## src/rtl/uart_tx_fifo.sv

```systemverilog
// UART transmitter with an internal byte FIFO, configurable framing, flow control and break.
// Frame configuration is captured when a byte is popped and held for that whole frame.
module uart_tx_fifo #(
  parameter int unsigned OVERSAMPLE = 16,
  parameter int unsigned FIFO_DEPTH = 8
) (
  input  logic                         clk_i,
  input  logic                         rst_n_i,
  input  logic                         enable_i,
  input  logic                         sample_i,
  output logic                         uart_tx_o,
  input  logic                         cts_n_i,
  input  logic                         flow_enable_i,
  input  logic                         break_i,
  input  logic                         write_i,
  input  logic [7:0]                   wr_data_i,
  output logic                         fifo_full_o,
  output logic                         fifo_empty_o,
  output logic [$clog2(FIFO_DEPTH):0]  fifo_count_o,
  output logic                         overflow_o,
  output logic                         tx_done_o,
  output logic                         tx_idle_o,
  input  logic [1:0]                   data_length_i,
  input  logic [1:0]                   stop_bits_i,
  input  logic [1:0]                   parity_mode_i,
  input  logic                         parity_enable_i
);

  localparam int unsigned AW = $clog2(FIFO_DEPTH);
  localparam int unsigned CW = AW + 1;
  localparam int unsigned TW = $clog2(2 * OVERSAMPLE);
  localparam logic [TW-1:0] T_BIT      = TW'(OVERSAMPLE - 1);
  localparam logic [TW-1:0] T_ONE_HALF = TW'(OVERSAMPLE + OVERSAMPLE / 2 - 1);
  localparam logic [TW-1:0] T_TWO      = TW'(2 * OVERSAMPLE - 1);

  typedef enum logic [2:0] {
    S_IDLE, S_START, S_DATA, S_PARITY, S_STOP, S_BREAK
  } state_e;

  state_e          state_q, state_d;
  logic [TW-1:0]   tick_q, tick_d;
  logic [2:0]      bit_q, bit_d;
  logic [7:0]      shift_q, shift_d;
  logic            par_q, par_d;
  logic [1:0]      len_q, len_d;
  logic [1:0]      stop_q, stop_d;
  logic [1:0]      pmode_q, pmode_d;
  logic            pen_q, pen_d;
  logic            tx_q, tx_d;
  logic            done_q, done_d;
  logic            ovf_q, ovf_d;
  logic            idle_q, idle_d;
  logic [AW-1:0]   wr_ptr_q, wr_ptr_d;
  logic [AW-1:0]   rd_ptr_q, rd_ptr_d;
  logic [CW-1:0]   count_q, count_d;
  logic            full_q, full_d;
  logic            empty_q, empty_d;
  logic [7:0]      mem_q [FIFO_DEPTH];

  logic            pop, push, tick_adv, tick_last;
  logic [TW-1:0]   tick_lim;
  logic [7:0]      head, len_mask;

  assign uart_tx_o    = tx_q;
  assign tx_done_o    = done_q;
  assign overflow_o   = ovf_q;
  assign tx_idle_o    = idle_q;
  assign fifo_full_o  = full_q;
  assign fifo_empty_o = empty_q;
  assign fifo_count_o = count_q;

  assign head     = mem_q[rd_ptr_q];
  assign len_mask = 8'hFF >> (2'd3 - data_length_i);

  // Next-state, datapath and FIFO bookkeeping
  always_comb begin
    state_d  = state_q;
    tick_d   = tick_q;
    bit_d    = bit_q;
    shift_d  = shift_q;
    par_d    = par_q;
    len_d    = len_q;
    stop_d   = stop_q;
    pmode_d  = pmode_q;
    pen_d    = pen_q;
    tx_d     = tx_q;
    done_d   = 1'b0;
    pop      = 1'b0;
    tick_adv = enable_i & sample_i;

    tick_lim = T_BIT;
    if (state_q == S_STOP) begin
      case (stop_q)
        2'd0:    tick_lim = T_BIT;
        2'd1:    tick_lim = T_ONE_HALF;
        default: tick_lim = T_TWO;
      endcase
    end
    tick_last = (tick_q == tick_lim);

    if (enable_i) begin
      case (state_q)
        S_IDLE: begin
          if (break_i) begin
            state_d = S_BREAK;
            tx_d    = 1'b0;
            tick_d  = '0;
          end else if (!empty_q && (!flow_enable_i || !cts_n_i)) begin
            pop     = 1'b1;
            shift_d = head;
            len_d   = data_length_i;
            stop_d  = stop_bits_i;
            pmode_d = parity_mode_i;
            pen_d   = parity_enable_i;
            par_d   = parity_mode_i[0] ^ (^(head & len_mask));
            tick_d  = '0;
            tx_d    = 1'b0;
            state_d = S_START;
          end
        end
        S_START: begin
          if (tick_adv) begin
            if (tick_last) begin
              tick_d  = '0;
              bit_d   = '0;
              tx_d    = shift_q[0];
              state_d = S_DATA;
            end else begin
              tick_d = tick_q + TW'(1);
            end
          end
        end
        S_DATA: begin
          if (tick_adv) begin
            if (tick_last) begin
              tick_d  = '0;
              shift_d = shift_q >> 1;
              if (bit_q == ({1'b0, len_q} + 3'd4)) begin
                if (pen_q) begin
                  state_d = S_PARITY;
                  tx_d    = pmode_q[1] ? ~pmode_q[0] : par_q;
                end else begin
                  state_d = S_STOP;
                  tx_d    = 1'b1;
                end
              end else begin
                bit_d = bit_q + 3'd1;
                tx_d  = shift_q[1];
              end
            end else begin
              tick_d = tick_q + TW'(1);
            end
          end
        end
        S_PARITY: begin
          if (tick_adv) begin
            if (tick_last) begin
              tick_d  = '0;
              tx_d    = 1'b1;
              state_d = S_STOP;
            end else begin
              tick_d = tick_q + TW'(1);
            end
          end
        end
        S_STOP: begin
          if (tick_adv) begin
            if (tick_last) begin
              tick_d  = '0;
              done_d  = 1'b1;
              state_d = S_IDLE;
            end else begin
              tick_d = tick_q + TW'(1);
            end
          end
        end
        S_BREAK: begin
          // Line low while requested; the high recovery bit is timed only once the line is back up
          if (break_i) begin
            tx_d   = 1'b0;
            tick_d = '0;
          end else if (!tx_q) begin
            tx_d   = 1'b1;
            tick_d = '0;
          end else if (tick_adv) begin
            if (tick_last) begin
              tick_d  = '0;
              state_d = S_IDLE;
            end else begin
              tick_d = tick_q + TW'(1);
            end
          end
        end
        default: begin
          state_d = S_IDLE;
          tx_d    = 1'b1;
        end
      endcase
    end

    push     = write_i & (~full_q | pop);
    ovf_d    = write_i & full_q & ~pop;
    wr_ptr_d = push ? wr_ptr_q + AW'(1) : wr_ptr_q;
    rd_ptr_d = pop  ? rd_ptr_q + AW'(1) : rd_ptr_q;
    case ({push, pop})
      2'b10:   count_d = count_q + CW'(1);
      2'b01:   count_d = count_q - CW'(1);
      default: count_d = count_q;
    endcase
    full_d  = (count_d == CW'(FIFO_DEPTH));
    empty_d = (count_d == '0);
    idle_d  = (state_d == S_IDLE);
  end

  always_ff @(posedge clk_i or negedge rst_n_i) begin
    if (!rst_n_i) begin
      state_q  <= S_IDLE;
      tick_q   <= '0;
      bit_q    <= '0;
      shift_q  <= '0;
      par_q    <= 1'b0;
      len_q    <= '0;
      stop_q   <= '0;
      pmode_q  <= '0;
      pen_q    <= 1'b0;
      tx_q     <= 1'b1;
      done_q   <= 1'b0;
      ovf_q    <= 1'b0;
      idle_q   <= 1'b1;
      wr_ptr_q <= '0;
      rd_ptr_q <= '0;
      count_q  <= '0;
      full_q   <= 1'b0;
      empty_q  <= 1'b1;
    end else begin
      state_q  <= state_d;
      tick_q   <= tick_d;
      bit_q    <= bit_d;
      shift_q  <= shift_d;
      par_q    <= par_d;
      len_q    <= len_d;
      stop_q   <= stop_d;
      pmode_q  <= pmode_d;
      pen_q    <= pen_d;
      tx_q     <= tx_d;
      done_q   <= done_d;
      ovf_q    <= ovf_d;
      idle_q   <= idle_d;
      wr_ptr_q <= wr_ptr_d;
      rd_ptr_q <= rd_ptr_d;
      count_q  <= count_d;
      full_q   <= full_d;
      empty_q  <= empty_d;
    end
  end

  // Storage needs no reset: occupancy is tracked by the pointers and count
  always_ff @(posedge clk_i) begin
    if (push) mem_q[wr_ptr_q] <= wr_data_i;
  end

endmodule
```

## config.mk

```make
export PLATFORM = sky130hd
export DESIGN_NAME = uart_tx_fifo
export DESIGN_NICKNAME = d
export VERILOG_FILES = /design/src/rtl/uart_tx_fifo.sv
export SDC_FILE = /design/constraint.sdc
export NUM_CORES = 1
export LEC_CHECK = 0
export CORE_ASPECT_RATIO = 1.4
export CORE_MARGIN = 5
export CORE_UTILIZATION = 45
export CTS_BUF_LIST = sky130_fd_sc_hd__clkbuf_8
export CTS_CLUSTER_SIZE = 14
export DETAILED_ROUTE_END_ITERATION = 8
export GPL_TIMING_DRIVEN = 0
export HOLD_SLACK_MARGIN = 0.15
export SLEW_MARGIN = 5
export SYNTH_ARGS = -nofsm -noshare
export SYNTH_HDL_FRONTEND = slang
export SYNTH_SLANG_ARGS = --single-unit
```

## constraint.sdc

```tcl
create_clock -name clk_i -period 4.6 [get_ports clk_i]
set_input_delay 0.46 -clock clk_i [delete_from_list [all_inputs] [get_ports clk_i]]
set_output_delay 0.46 -clock clk_i [all_outputs]
set_load 0.005 [all_outputs]
```

==> impl_metrics.ini <==
[worst_setup_path]
worst-setup-path-type = flop to flop
required_ps = 4910
crit_path_end_kind = flop
reg2reg_from = state_q[2]$_DFF_PN0_
critPathSlowestCell = sky130_fd_sc_hd__nor3_1
worst_path_largest_cell_delay_ps = 450
critical_path.startpoint_type = flop
cp.buffers_inverters = 2
critical_path.top_delay_family = simple AND/OR/NAND/NOR gates
worstPathCellList = clkbuf_1, nor3_1, nand4b_1, nand2_1, and2_1, inv_1, ha_1, fa_1, mux2_2, or3_1, nor2_1
timing.critical_path.fanout_max = 10
startpoint = state_q[2]$_DFF_PN0_
worst-endpoint-arrival_ps = 3950

[global_routing]
first_global_vias = 3130
global_route.overflow_total = 0
grt_usage_pct = 15.80
maximum_number_of_pins_on_one_net_before_global_route_repair = 27
antenna_found_initial = 0
grt_first_pass_wirelength_um = 16090

[yosys]
syn-cell-area_um2 = 4950
mappedNetlistNets = 406
netlist-cell-type-count = 54
synth_top_cell_area_share_pct = 38.83
synthDominantAreaCellType = sky130_fd_sc_hd__edfxtp_1
async_flop_share_pct = 40.19
synth.area.top_cells = sky130_fd_sc_hd__edfxtp_1 39%, sky130_fd_sc_hd__dfrtp_1 20%, sky130_fd_sc_hd__mux4_2 8.2%, sky130_fd_sc_hd__nand2_1 4.2%, sky130_fd_sc_hd__xnor2_1 4.1%
avgSynthCellArea_um2 = 13.20
yosysSeqAreaShare_pct = 60.64
synth_edf_count = 64
synth_top_flop_cell = sky130_fd_sc_hd__edfxtp_1
postSynthRegisterBits = 107
yosysWarningCount = 0
post_synth_inst_count = 375

[floorplan]
start_util_pct = 45.79
core_region_area_um2 = 10810
row_count = 45
die-height_um = 134.1
die_width_um = 98.64
die_area_um2 = 13230
pin_count = 33

[power_and_ir_drop]
powerDensity_nw_per_um2 = 511.2
leakagePower_nw = 2.089
vdd_ir_drop_max_mv = 0.2284
design_power_mw = 2.930

[cts]
buffers_inserted_by_post_cts_timing_repair = 0
clkLatencyLatePin_ps = 370
path_clk_slew_ps = 110
cts-root-buf = sky130_fd_sc_hd__clkbuf_8
cts_tree = done
clock_sink_count = 107
cts.htree.levels = 3
cts_repair_resize_count = 0
cts_hold_repair.buffers = 1
ctsLongestPathBuffers = 2
cts_made_buffers = 9

[finish]
multi_input_comb_area_um2 = 1897
area_delta_synth_final_pct = 15.77
seq_area_um2 = 3002
filler_instances = 960
share_of_the_core_filled_with_cells_pct = 53.01
final_layout_size_suffix_gt1_share_pct = 14.75
final_net_count = 453
final_cell_count_no_fill = 568
antennaDiodeCount = 0

[place]
placement.io_buffers = 32
replace_congestion = 0.8053
placed_cells_incl_taps = 551
place_hpwl_um = 7202
worst_setup_slack_post_dpl_ps = 808.4

[timing]
timing.setup.tns_ps = 0
achievable-frequency_ghz = 0.2744
skew_ps = 11.77
final_number_of_max_transition_violations = 0
timing_hold_violations_final = 0
final.period_utilization_pct = 79.24
timing.final.setup_violations = 0
slew_headroom_pct = 25.27
worst_slew_pin_slew_ps = 1112
post-route-worst-setup-slack_ps = 955.1
time_the_worst_path_needs_with_i_o_delays_and_setup_ps = 3645
setup_repair_after_global_routing_missed_its_margin = false

[drt]
drt_iter0_drc = 101
detailedRoute.firstPassIterationCount = 4
detail_route.wl_per_cell_um = 17.36
finalWirelength_um = 9859
ant_nets_after_route = 0
drc = 0
dr_total_vias = 3043
routed_via_density = 5.357

[job]
timing.max_cap.violations = 0

[outcome]
run_status = finished, final reports clean

[worst_hold_path]
holdCritPathClass = flop to flop
worstHoldStart = par_q$_DFFE_PN0P_
## through the flow
stage	cell area, um^2	hold WS, ps
2_1_floorplan	4950	164.4
3_3_place_gp	5446	459.1
3_5_place_dp	5509	433.3
6_report	5731	484.0
5_1_grt	5731	522.7
4_1_cts	5725	488.2
## cell type report
type | count | area share, %
buffer | 16 | 1.223
multi-input combinational | 247 | 33.10
clock buffer | 9 | 2.162
clock inverter | 7 | 1.441
inverter | 5 | 0.3275
sequential | 107 | 52.38
tap | 141 | 3.079
timing repair buffer | 36 | 6.288
## cells in the mapped netlist, types with 2 or more instances
cell type                   n
sky130_fd_sc_hd__nor3_1     8
sky130_fd_sc_hd__or3_1      2
sky130_fd_sc_hd__mux2_2     4
sky130_fd_sc_hd__o21bai_1   2
sky130_fd_sc_hd__inv_1      5
sky130_fd_sc_hd__nor3b_1    4
sky130_fd_sc_hd__clkbuf_1  11
sky130_fd_sc_hd__nand4b_1   2
sky130_fd_sc_hd__dfrtp_1   40
sky130_fd_sc_hd__a211o_1    2
sky130_fd_sc_hd__xnor2_1   23
sky130_fd_sc_hd__and2_1     2
sky130_fd_sc_hd__mux2i_1    9
sky130_fd_sc_hd__mux4_2    18
sky130_fd_sc_hd__nand4_1    4
sky130_fd_sc_hd__o21ai_0   13
sky130_fd_sc_hd__o21a_1     2
sky130_fd_sc_hd__ha_1       7
sky130_fd_sc_hd__nor2_1    21
sky130_fd_sc_hd__nand2b_1   3
sky130_fd_sc_hd__dfstp_2    3
sky130_fd_sc_hd__o21ai_2    2
sky130_fd_sc_hd__a21oi_1   15
sky130_fd_sc_hd__buf_2      2
sky130_fd_sc_hd__buf_1      2
sky130_fd_sc_hd__nand2_1   56
sky130_fd_sc_hd__xor2_1     5
sky130_fd_sc_hd__edfxtp_1  64
sky130_fd_sc_hd__a21o_1     2
sky130_fd_sc_hd__nor3_2     2
sky130_fd_sc_hd__nand3_1    6
sky130_fd_sc_hd__o21ai_1   12
## registers in the layout (all words and copies together) (netlist names)
signal / count
tick_q: 5
fifo_full_o: 1
pmode_q: 2
par_q: 1
len_q: 2
uart_tx_o: 1
bit_q: 3
tx_done_o: 1
pen_q: 1
shift_q: 8
wr_ptr_q: 3
stop_q: 2
state_q: 3
fifo_empty_o: 1
overflow_o: 1
fifo_count_o: 4
tx_idle_o: 1
rd_ptr_q: 3
mem_q: 64
## power breakdown
group,leakage (nW),total (mW),internal [mW],switching (mW)
Clock,0.0984,0.600,0.260,0.339
Sequential,1.13,1.37,1.24,0.126
Combinational,0.864,0.960,0.472,0.488
## layer usage
metal | GRT usage [%] | vias to the layer above | wire length (um)
li1 | - | 1477 | -
met2 | 28.48 | 64 | 5215
met3 | 2.862 | 19 | 381
met4 | 7.213 | 0 | 267
met1 | 18.07 | 1483 | 3995
met5 | 0 | - | 0
## layout by cell type (no fill, tap or decap), drive strengths merged, types with 2 or more instances in the layout
master	synthesis	final
a211o	2	2
a21o	2	2
a21oi	15	15
and2	2	2
buf	5	9
clkbuf	11	20
clkdlybuf4s50	0	31
clkinvlp	0	2
dfrtp	40	40
dfstp	3	3
edfxtp	64	64
ha	7	7
inv	5	8
mux2	4	4
mux2i	9	9
mux4	18	18
nand2	56	56
nand2b	3	3
nand3	7	7
nand4	4	4
nand4b	2	2
nor2	21	21
nor3	10	10
nor3b	4	4
o21a	2	2
o21ai	27	27
o21bai	2	2
or3	3	3
xnor2	23	23
xor2	5	5
## final timing paths
check                                    endpoint  slack, ps  depth (start not counted)
min in group asynchronous    overflow_o$_DFF_PN0_        560                          2
max in group asynchronous    len_q[0]$_DFFE_PN0P_       3540                          3
min                             par_q$_DFFE_PN0P_        480                          2
min reg2reg                     par_q$_DFFE_PN0P_        480                          2
max                        fifo_empty_o$_DFF_PN1_        960                         11
max reg2reg                fifo_empty_o$_DFF_PN1_        960                         11
## kinds of logic after synthesis
| family | Yosys count | synth area share (%) |
|---|---|---|
| adder cells (fa/ha/maj) | 8 | 2.174 |
| AO/OA/AOI/OAI | 61 | 7.963 |
| XOR/XNOR | 28 | 4.954 |
| AND/OR/NAND/NOR | 119 | 11.55 |
| buffers and inverters | 21 | 1.795 |
| flip-flops | 107 | 60.64 |
| multiplexers | 31 | 10.92 |
## worst min-delay path, cell delays in order (launching register included)
cell and delay (ps):
sky130_fd_sc_hd__dfrtp_1 350, sky130_fd_sc_hd__nand2_1 40, sky130_fd_sc_hd__o21ai_0 60
No activity file was read; power rests on OpenSTA's default activity.
